`config.mk`:
```
export PLATFORM = sky130hd
export DESIGN_NAME = led_breath
export DESIGN_NICKNAME = d
export VERILOG_FILES = /design/src/rtl/led_breath.sv
export SDC_FILE = /design/constraint.sdc
export NUM_CORES = 1
export LEC_CHECK = 0
export CAP_MARGIN = 10
export CORE_ASPECT_RATIO = 1.1
export CORE_MARGIN = 4
export CORE_UTILIZATION = 45
export DETAILED_ROUTE_END_ITERATION = 8
export GPL_TIMING_DRIVEN = 0
export PLACE_DENSITY_LB_ADDON = 0.2
export SYNTH_ARGS = -nofsm -noshare
export SYNTH_HDL_FRONTEND = slang
export SYNTH_SLANG_ARGS = --single-unit
```
`constraint.sdc`:
```
create_clock -name CLK -period 1.55 [get_ports CLK]
set_input_delay 0.31 -clock CLK [delete_from_list [all_inputs] [get_ports CLK]]
set_output_delay 0.31 -clock CLK [all_outputs]
set_load 0.05 [all_outputs]
```
`src/rtl/led_breath.sv`:
```
// LED pattern generator for LEDR: off, on, blink or a triangle-ramped PWM "breathe".
// Prescaler, PWM slot counter, step counter and duty ramp free-run in every mode.
module led_breath #(
  parameter int PWM_BITS     = 8,
  parameter int PRESCALE     = 375,
  parameter int STEP_PERIODS = 4,
  parameter int ACTIVE_LOW   = 0
) (
  input  logic                CLK,
  input  logic                RST_N,
  input  logic [1:0]          MODE,
  output logic                LEDR,
  output logic [PWM_BITS-1:0] DUTY,
  output logic                PWM_WRAP
);

  localparam int PRE_W = (PRESCALE > 1) ? $clog2(PRESCALE) : 1;
  localparam int STP_W = (STEP_PERIODS > 1) ? $clog2(STEP_PERIODS) : 1;
  localparam logic [PRE_W-1:0]    PRE_LAST = PRE_W'(PRESCALE - 1);
  localparam logic [STP_W-1:0]    STP_LAST = STP_W'(STEP_PERIODS - 1);
  localparam logic [PWM_BITS-1:0] DUTY_MAX = '1;
  localparam logic [PWM_BITS-1:0] DUTY_ONE = PWM_BITS'(1);
  localparam logic                UNLIT    = (ACTIVE_LOW != 0);

  logic [PRE_W-1:0]    r_pre;
  logic [PWM_BITS-1:0] r_slot;
  logic [STP_W-1:0]    r_stp;
  logic [PWM_BITS-1:0] r_duty;
  logic                r_up;
  logic                r_ledr;
  logic                r_wrap;

  logic w_tick;
  logic w_wrap;
  logic w_step;
  logic w_lit;

  assign w_tick = (r_pre == PRE_LAST);
  assign w_wrap = w_tick && (r_slot == DUTY_MAX);
  assign w_step = w_wrap && (r_stp == STP_LAST);

  always_ff @(posedge CLK or negedge RST_N) begin
    if (!RST_N) begin
      r_pre  <= '0;
      r_slot <= '0;
      r_stp  <= '0;
    end else begin
      r_pre <= w_tick ? '0 : r_pre + PRE_W'(1);
      if (w_tick) r_slot <= r_slot + DUTY_ONE;
      if (w_wrap) r_stp <= w_step ? '0 : r_stp + STP_W'(1);
    end
  end

  // Direction flips on the step that lands on an end point, so the ramp never wraps.
  always_ff @(posedge CLK or negedge RST_N) begin
    if (!RST_N) begin
      r_duty <= '0;
      r_up   <= 1'b1;
    end else if (w_step) begin
      if (r_up) begin
        r_duty <= r_duty + DUTY_ONE;
        if (r_duty == DUTY_MAX - DUTY_ONE) r_up <= 1'b0;
      end else begin
        r_duty <= r_duty - DUTY_ONE;
        if (r_duty == DUTY_ONE) r_up <= 1'b1;
      end
    end
  end

  always_comb begin
    w_lit = 1'b0;
    case (MODE)
      2'b00:   w_lit = 1'b0;
      2'b01:   w_lit = 1'b1;
      2'b10:   w_lit = r_up;
      default: w_lit = (r_slot < r_duty);
    endcase
  end

  always_ff @(posedge CLK or negedge RST_N) begin
    if (!RST_N) begin
      r_ledr <= UNLIT;
      r_wrap <= 1'b0;
    end else begin
      r_ledr <= w_lit ^ UNLIT;
      r_wrap <= w_wrap;
    end
  end

  assign LEDR     = r_ledr;
  assign DUTY     = r_duty;
  assign PWM_WRAP = r_wrap;

endmodule

```
# Word level (Yosys, flattened, before mapping)
# Cells that the tools add are included.
# totals
regBits	30
latchBits	0
ram_bits	0
romBits	0
in_bits	4
n_memories	0
# classes
n_addsub	5
n_mul	0
div_mod_pow	0
order_cmp	1
eq_ne	7
shift	0
muxes	7
n_bitwise	0
n_reduce_logical	3
# ops
cell	n
$add 8x1->8 const B	2
$eq 8x8->1 const B	2
$add 9x1->9 const B	1
$eq 9x9->1 const B	1
$mux 9	1
$eq 8x1->1 const B	1
$lt 8x8->1	1
$mux 8	1
$sub 8x1->8 const B	1
$eq 2x2->1 const B	2
$mux 1	3
$pmux 1 s3	1
$add 2x1->2 const B	1
$eq 2x1->1 const B	1
$logic_and 1x1->1	2
$logic_not 2->1	1
$mux 2	1

# Longest topological paths before layout
# depth
ltp_word	4
ltp_mapped	7
depth_no_buf	6

# Worst setup path after synthesis
# Ideal clock, no wire load.
# synth_timing
kind	reg-to-reg
startpoint	register r_duty[3], in the netlist DUTY[3]
endpoint	register r_duty[7], in the netlist DUTY[7]
setup_ns	0.143
arrival_ns	1.823
required_time_ns	1.407
path_slack_ns	-0.416
stages_incl_launch_ff	6
path_buffers	1
period_less_slack_ns	1.966
cell_sequence	dfrtp_1 > buf_6 > or4_4 > or3_1 > a21o_1 > xnor2_1
# synth_between
elab_chain_cells	2
# synth_rtl
item	line	source
from (decl)	28	logic [PWM_BITS-1:0] r_duty;
from (signal assigned)	61	r_duty <= r_duty + DUTY_ONE;
from (signal assigned)	64	r_duty <= r_duty - DUTY_ONE;
$sub 8x1->8 or $add 8x1->8 (tied branches)	64, 61	
$mux 8 (*)	60	if (r_up) begin
# Mark *: on every way between the ends. The rest lies on a longest branch, timed or not.
# A chain may end at the register's enable or synchronous reset.

# Worst setup path in the final report
# Same ends and word-level chain as after synthesis.

==> flow_metrics.tcl <==
set metrics [dict create \
    status "finished, violations left" \
    violations "setup timing" \
    synthArstFlopShare_pct 100.0 \
    hpwl_microns 2474 \
    layout.area.seq_sq_um 759.5 \
    clock_path_buffers 2 \
    slew_headroom_pct 50.50 \
    leakagePower_nw 1.190 \
    via_count 1382 \
    finClkSkew_ps 4.636 \
    yosysTopAreaCell "dfrtp_1" \
    antenna_found_initial 0 \
    tritoncts "done" \
    die_area_sq_um 4827 \
    h-tree-depth 2 \
    die_w_microns 66.61 \
    fin_crit_sh_pct 112.4 \
    crit_arrival_ps 1910 \
    grt_overflow 0 \
    cts_num_sinks 30 \
    syn-instance-count 169 \
    numCtsBuffers 5 \
    dr.pass1.iters 5 \
    p_per_area_nw_per_um2 669.9 \
    gp_congestion 0.8351 \
    ys_seq_area_share_pct 44.22 \
    setup_violations 12 \
    avgSynthCellArea_sq_um 10.06 \
    hp-class "input pin to async pin" \
    grt_usage_pct 16.40 \
    synth_area_leaders "dfrtp_1 (43%), ha_1 (11%), xnor2_1 (5.7%), xor2_1 (4.1%), nand2_1 (3.8%)" \
    insertion_delay_ps 280 \
    io_buffers 13 \
    drcViolationCount 0 \
    netlist_area_sq_um 1700 \
    drive_above_1_share_pct 33.18 \
    grt_pass1_wl_microns 6016 \
    first_iter_violations 78 \
    worstMarginPinSlew_ps 740.2 \
    clkSlewWorstSetupHoldPaths_ps 70 \
    grt_pass1_vias 1350 \
    cts_hold_buf 0 \
    fill_cells 289 \
    syn_nets 188 \
    holdWs_ps 464.9 \
    start_util_pct 46.53 \
    num_antenna_cells 0 \
    core-area_sq_um 3655 \
    max_freq_ghz 0.5738 \
    clockRootBuffer "clkbuf_8" \
    ys.flop_type "dfrtp_1" \
    postPlaceCellArea_sq_um 1956 \
    ir_worst_vdd_mv 0.4452 \
    wl_per_cell_microns 14.12 \
    ys_types 35 \
    rows 23 \
    fin_ws_ps -192.9 \
    yosysMostFrequentCell "dfrtp_1" \
    io_pins 14 \
    required_ps 1710 \
    rsz0062_at_grt "true" \
    hold_viol 0 \
    final.setup.tns_ps -1108 \
    synth-edff-count 0 \
    postRouteAntennaNets 0 \
    die_h_microns 72.47 \
    fin_total_pwr_mw 1.567 \
    synth-seq-cells 30 \
    worstPathCellList "buf_6, or4_4, or3_1, a21o_1, xnor2_1" \
    vias_per_cell 5.295 \
    grt_max_degree 18 \
    synthTopCellsByCount "dfrtp_1 (29), nand2_1 (17), ha_1 (15)" \
    nets 229 \
    syn2layout_area_growth_pct 37.60 \
    drv_cap 0 \
    synth_warnings 0 \
    multi_input_area_sq_um 1011 \
    postLayoutCellArea_sq_um 2340 \
    cp-start-kind "register" \
    place_ws_ps -281.7 \
    crit_path_max_incr_delay_ps 490 \
    slew_violations 0 \
    cp_max_fo 4 \
    cpMaxStageDelayCell "or4_4" \
    criticalPathCategory "register to register" \
    endpoint_kind "register" \
    period_minus_slack_ps 1743 \
    wl_microns 3686 \
    synth.top_cell.area_share_pct 42.68 \
]
==> per-layer routing <==
metal	global-route usage [%]	wire (microns)	vias up
met3	4.334	119	10
met2	27.09	1854	27
met5	0	0	-
li1	-	-	674
met4	9.029	103	0
met1	19.17	1608	671
==> sequential cells by signal, indices dropped and copies added (netlist names) <==
| name | flops |
|---|---|
| LEDR | 1 |
| DUTY | 8 |
| PWM_WRAP | 1 |
| r_pre | 9 |
| r_up | 1 |
| r_stp | 2 |
| r_slot | 8 |
==> cell usage in the layout, fill, tap and decap left out, types with 6 or more instances in the layout <==
cell,n
buf_4,18
dfrtp_1,23
a21oi_1,6
xor2_1,8
nand4_1,7
xnor2_1,10
clkbuf_8,8
dfrtp_2,6
inv_1,9
nand2_1,15
nor2_1,8
buf_6,6
dlygate4sd2_1,7
ha_1,13
==> what timing repair did <==
item                                    in CTS  in global routing
pin swaps                                    7                  6
gates resized for setup                     28                 19
buffers inserted                            11                 11
endpoints found under the setup margin      21                 19
endpoints found under the hold margin        0                  0
==> power breakdown <==
part	switching [mW]	total, mW	internal [mW]
Combinational	0.0258	0.0435	0.0176
Clock	0.291	0.739	0.448
Sequential	0.000299	0.785	0.784
Total	0.318	1.57	1.25
==> path summary, 6_finish.rpt <==
check | slack (ps) | cells after the start | to | startpoint
worst max-delay path | -190 | 5 | DUTY[7] | DUTY[3]
worst min-delay path | 460 | 1 | DUTY[7] | RST_N
worst max register to register | -190 | 5 | DUTY[7] | DUTY[3]
worst min register to register | 490 | 1 | r_pre[8] | r_pre[8]
max in group asynchronous | 470 | 2 | r_up | RST_N
min in group CLK | 490 | 1 | r_pre[8] | r_pre[8]
==> layout make-up <==
class | instances | share of cell area [%]
sequential | 30 | 32.46
clock buffer | 8 | 4.706
timing repair buffer | 36 | 14.17
inverter | 10 | 1.604
buffer | 3 | 1.176
multi-input combinational | 124 | 43.21
tap | 50 | 2.674
==> kinds of logic after synthesis <==
| group | count (synthesis) | synth area share [%] |
|---|---|---|
| and+or+nand+nor | 66 | 21.19 |
| DFF | 30 | 44.22 |
| AOI/OAI and AO/OA | 21 | 7.874 |
| xor gates and xnor gates | 19 | 9.787 |
| buffers and inverters | 15 | 3.973 |
| adders and majority gates | 15 | 11.04 |
| muxes | 3 | 1.913 |
==> stage by stage <==
| step | util (%) | std cells |
|---|---|---|
| finish | 64.02 | 261 |
| global route | 64.02 | 261 |
| detailed placement | 53.51 | 233 |
| global placement | 52.76 | 232 |
| floorplan | - | 169 |
| CTS | 59.53 | 250 |
==> worst max-delay path, delay by kind of cell (launching register included) <==
kind / cells / cell delay [ps]
simple gates: 2 / 810
compound gates: 1 / 170
xor+xnor: 1 / 120
buf+inv: 1 / 120
flops: 1 / 400
Power figures use the tool's default switching activity.
